==> src/rtl/sr_pulse_decoder.sv <==
// Strobe-qualified SR latch decoder: synchronizes an async pulse line, edge-detects it,
// and applies S/R commands with strobe counting, illegal-command trapping and idle timeout.
module sr_pulse_decoder #(
  parameter int SYNC_STAGES = 2,
  parameter int TIMEOUT     = 16,
  parameter int CNT_W       = 8
) (
  input  logic             clk,
  input  logic             rst,
  input  logic             ppulse,
  input  logic             S,
  input  logic             R,
  input  logic             clr_err,
  output logic             Q,
  output logic             Qbar,
  output logic [CNT_W-1:0] pulse_cnt,
  output logic             err_illegal,
  output logic             timeout
);

  typedef enum logic [1:0] {IDLE, RUN, TMO, ERR} state_t;

  localparam logic [7:0] TMO_LIM = TIMEOUT[7:0];

  logic [SYNC_STAGES-1:0] sync_q, sync_d;
  logic                   prev_q, prev_d;
  logic                   strobe;
  state_t                 state_q, state_d;
  logic                   q_q, q_d;
  logic [CNT_W-1:0]       pulse_cnt_q, pulse_cnt_d;
  logic                   err_q, err_d;
  logic                   tmo_q, tmo_d;
  logic [7:0]             idle_q, idle_d;
  logic                   legal, illegal;

  assign strobe  = sync_q[SYNC_STAGES-1] & ~prev_q;
  assign illegal = strobe & S & R;
  assign legal   = strobe & ~(S & R);

  always_comb begin
    sync_d      = {sync_q[SYNC_STAGES-2:0], ppulse};
    prev_d      = sync_q[SYNC_STAGES-1];
    state_d     = state_q;
    q_d         = q_q;
    err_d       = err_q;
    tmo_d       = tmo_q;
    idle_d      = idle_q;
    pulse_cnt_d = pulse_cnt_q;

    if (strobe) pulse_cnt_d = pulse_cnt_q + CNT_W'(1);

    case (state_q)
      IDLE, RUN, TMO: begin
        if (illegal) begin
          state_d = ERR;
          err_d   = 1'b1;
          tmo_d   = 1'b0;
          idle_d  = '0;
        end else if (legal) begin
          state_d = RUN;
          tmo_d   = 1'b0;
          idle_d  = '0;
          if (S)      q_d = 1'b1;
          else if (R) q_d = 1'b0;
        end else if (state_q == RUN) begin
          // saturating idle count; TMO entered on the edge the limit is reached
          if (idle_q != TMO_LIM) idle_d = idle_q + 8'd1;
          if (idle_q + 8'd1 == TMO_LIM) begin
            state_d = TMO;
            tmo_d   = 1'b1;
          end
        end
      end
      ERR: begin
        tmo_d = 1'b0;
        // an illegal strobe coinciding with clr_err keeps the trap armed
        if (clr_err && !illegal) begin
          state_d = IDLE;
          err_d   = 1'b0;
          idle_d  = '0;
        end
      end
      default: state_d = IDLE;
    endcase
  end

  always_ff @(posedge clk or posedge rst) begin
    if (rst) begin
      sync_q      <= '0;
      prev_q      <= 1'b0;
      state_q     <= IDLE;
      q_q         <= 1'b0;
      pulse_cnt_q <= '0;
      err_q       <= 1'b0;
      tmo_q       <= 1'b0;
      idle_q      <= '0;
    end else begin
      sync_q      <= sync_d;
      prev_q      <= prev_d;
      state_q     <= state_d;
      q_q         <= q_d;
      pulse_cnt_q <= pulse_cnt_d;
      err_q       <= err_d;
      tmo_q       <= tmo_d;
      idle_q      <= idle_d;
    end
  end

  assign Q           = q_q;
  assign Qbar        = ~q_q;
  assign pulse_cnt   = pulse_cnt_q;
  assign err_illegal = err_q;
  assign timeout     = tmo_q;

endmodule

==> config.mk <==
export PLATFORM = sky130hd
export DESIGN_NAME = sr_pulse_decoder
export DESIGN_NICKNAME = d
export VERILOG_FILES = /design/src/rtl/sr_pulse_decoder.sv
export SDC_FILE = /design/constraint.sdc
export NUM_CORES = 1
export LEC_CHECK = 0
export CORE_ASPECT_RATIO = 0.7
export CORE_MARGIN = 10
export CORE_UTILIZATION = 40
export DETAILED_ROUTE_END_ITERATION = 10
export GPL_TIMING_DRIVEN = 0
export PLACE_DENSITY_LB_ADDON = 0.12
export SYNTH_ARGS = -nofsm -noshare
export SYNTH_HDL_FRONTEND = slang
export SYNTH_SLANG_ARGS = --single-unit
==> constraint.sdc <==
create_clock -name clk -period 1.7 [get_ports clk]
set_clock_uncertainty 0.15 [all_clocks]
set_input_delay 0.34 -clock clk [delete_from_list [all_inputs] [get_ports clk]]
set_output_delay 0.34 -clock clk [all_outputs]
set_load 0.01 [all_outputs]
==> out/results.tsv <==
metric	value	unit
synthDistinctLibCells	32	
critPathArrivalTime	1.74	ns
drc	0	
cp-end-kind	flip-flop	
rsz0062_at_grt	true	
wl	2.854	mm
layout_common_cells	dfrtp_1 (19), nand2_1 (19), nor2_1 (11)	
max_slew.worst_pin.slew	0.8790	ns
fill_cells	267	
layout.cells.non_filler	193	
reg2reg_to	idle_q[7]$_DFFE_PP0P_	
power_density	1273	nW/um^2
syn_area_per_cell	9.599	um^2
fp.coreArea	2863	um^2
place_hpwl	1.975	mm
reg2reg_from	state_q[1]$_DFFE_PP0P_	
reg2reg_depth	7	
grt.overflow.total	0	
layout_setup_ws	-0.02976	ns
endpoint	idle_q[7]$_DFFE_PP0P_	
critPathLaunch	state_q[1]$_DFFE_PP0P_	
timing.max_cap.violations	0	
path_class	flip-flop to flip-flop	
cts_buffer_depth	2	
die_height	66.37	um
layout_min_cycle_time	1.730	ns
initial_utilization	0.4292	
syn_area	1229	um^2
fin_nets	167	
relSlewSlack	0.4133	
cts.clk_slew.worst_paths	0.08	ns
cts_tree	yes	
peakVddDrop	0.6580	mV
drtPass1Iterations	4	
dpl.cell_count	181	
insertion_delay	0.27	ns
ant_nets	0	
reg2reg_slack	-0.03	ns
violations	negative setup slack	
portBuffers	17	
io_pins	18	
vias_per_cell	5.135	
dr_total_vias	991	
root_buffer	clkbuf_8	
crit_required	1.71	ns
antenna_cells	0	
grt_pass1_wl	4.802	mm
outcome	finished with violations	
timing.fmax	578.1	MHz
drtIter0Drc	66	
drive_gt1_frac	0.2484	
timing.hold.ws	0.2089	ns
fp.dieW	86.25	um
antenna_found_initial	0	
num_rows	16	
cts_buffers	3	
yosysWarnings	0	
hold_viol	0	
syn_nets	137	
synth_cells	128	
grtUsageTotal	0.1028	
wire_per_inst	14.79	um
worstHoldPathType	flip-flop to flip-flop	
gp_congestion	0.8325	
synthToLayoutAreaGrowth	33.71	%
grt_pass1_vias	1034	
ys_seq_elements	24	
die_area	5724	um^2
cp-start-kind	flip-flop	
grt_max_degree	25	
h-tree-depth	1	
p_leak	0.0007202	uW
maxSlewViolCount	0	
final.period_utilization	1.018	
power	2092	uW
ys_seq_area_frac	0.4888	
path_max_fanout	8	
setup_viol	1	
cts.sinks	24	
[synth_stat cells]
master | count | share of area
o21bai_1 | 1 | 0.0061
a311oi_4 | 1 | 0.021
buf_2 | 1 | 0.0041
nand4_4 | 2 | 0.035
and2b_2 | 1 | 0.0071
dfrtp_1 | 24 | 0.49
clkbuf_2 | 1 | 0.0041
and3_1 | 1 | 0.0051
o211ai_1 | 2 | 0.012
nand2_1 | 20 | 0.061
xnor2_1 | 6 | 0.043
nand4_1 | 3 | 0.015
nor2b_1 | 1 | 0.0051
and2b_1 | 1 | 0.0061
a31oi_1 | 1 | 0.0051
o32ai_1 | 1 | 0.0071
nand3_1 | 6 | 0.024
buf_4 | 1 | 0.0061
or2_2 | 1 | 0.0051
nor3_1 | 1 | 0.0041
nor2_1 | 13 | 0.040
and4b_2 | 1 | 0.0092
nor4_1 | 1 | 0.0051
o2bb2ai_1 | 1 | 0.0071
ha_1 | 3 | 0.031
inv_1 | 6 | 0.018
or3_1 | 4 | 0.020
nand2b_1 | 2 | 0.010
a21o_1 | 1 | 0.0061
xor2_1 | 2 | 0.014
o21ai_0 | 10 | 0.041
a21oi_1 | 8 | 0.033
[flip-flops by register name (all words and copies together), names as in the netlist]
register and count:
prev_q 1, pulse_cnt 8, idle_q 8, sync_q 2, err_illegal 1, state_q 2
timeout 1, Q 1
[final cells by class]
type                    count  area (um^2)  area share
flip-flops and latches     24        606.8      0.3694
multi-input cells          95        666.9      0.4059
clock buffers               4        55.05     0.03351
inverters                   6        22.52     0.01371
repair buffers             25        229.0      0.1394
well taps                  36        45.04     0.02742
plain buffers               3        17.52     0.01066
[metrics by stage]
stage	setup WS (ns)	setup TNS, ns	cell area (um^2)	util
finish	-0.02976	-0.02976	1643	0.5739
global route	-0.09883	-0.6238	1643	0.5739
CTS	-0.06067	-0.1042	1548	0.5406
detailed placement	-0.4323	-2.951	1444	0.5044
global placement	-0.3719	-2.467	1444	0.5044
floorplan	0.01705	0	1229	-
[timing repair]
item,CTS,global route
setup endpoints to repair,19,13
hold buffers,0,0
gates resized for setup,16,21
gates cloned,0,1
endpoints found under the hold margin,0,0
pin swaps,1,4
setup buffers,5,2
[worst min-delay path by stage]
stage | from | end | cells past startpoint
detailed placement | sync_q[0]$_DFF_PP0_ | sync_q[1]$_DFF_PP0_ | 0
global placement | sync_q[0]$_DFF_PP0_ | sync_q[1]$_DFF_PP0_ | 0
CTS | sync_q[0]$_DFF_PP0_ | sync_q[1]$_DFF_PP0_ | 0
floorplan | sync_q[0]$_DFF_PP0_ | sync_q[1]$_DFF_PP0_ | 0
global route | sync_q[0]$_DFF_PP0_ | sync_q[1]$_DFF_PP0_ | 0
finish | sync_q[0]$_DFF_PP0_ | sync_q[1]$_DFF_PP0_ | 0
[metal layers]
layer | vias to the layer above | routed length, um | global-route usage
met3 | 4 | 115 | 0.03818
li1 | 498 | - | -
met2 | 17 | 1238 | 0.1611
met5 | - | 0 | 0
met4 | 0 | 34 | 0.02419
met1 | 472 | 1466 | 0.1311
[worst max-delay path: stages, from the launching register on]
cell	delay [ns]
dfrtp_1	0.33
clkbuf_2	0.22
nand3_1	0.15
a31oi_4	0.24
a311oi_4	0.06
buf_6	0.16
o21bai_4	0.16
a21o_1	0.15
[cell families after synthesis]
group,Yosys count,synth area share
compound gates,26,0.1385
xor+xnor,8,0.05703
fa+ha+maj,3,0.03055
buf+inv,9,0.03258
flops,24,0.4888
simple gates,58,0.2526
[where the power goes]
| group | total (uW) | internal (uW) | switching (uW) |
|---|---|---|---|
| combinational | 867 | 426 | 441 |
| clock | 385 | 207 | 178 |
| sequential | 840 | 703 | 138 |
| total | 2090 | 1340 | 756 |
(Power assumes the default switching activity.)
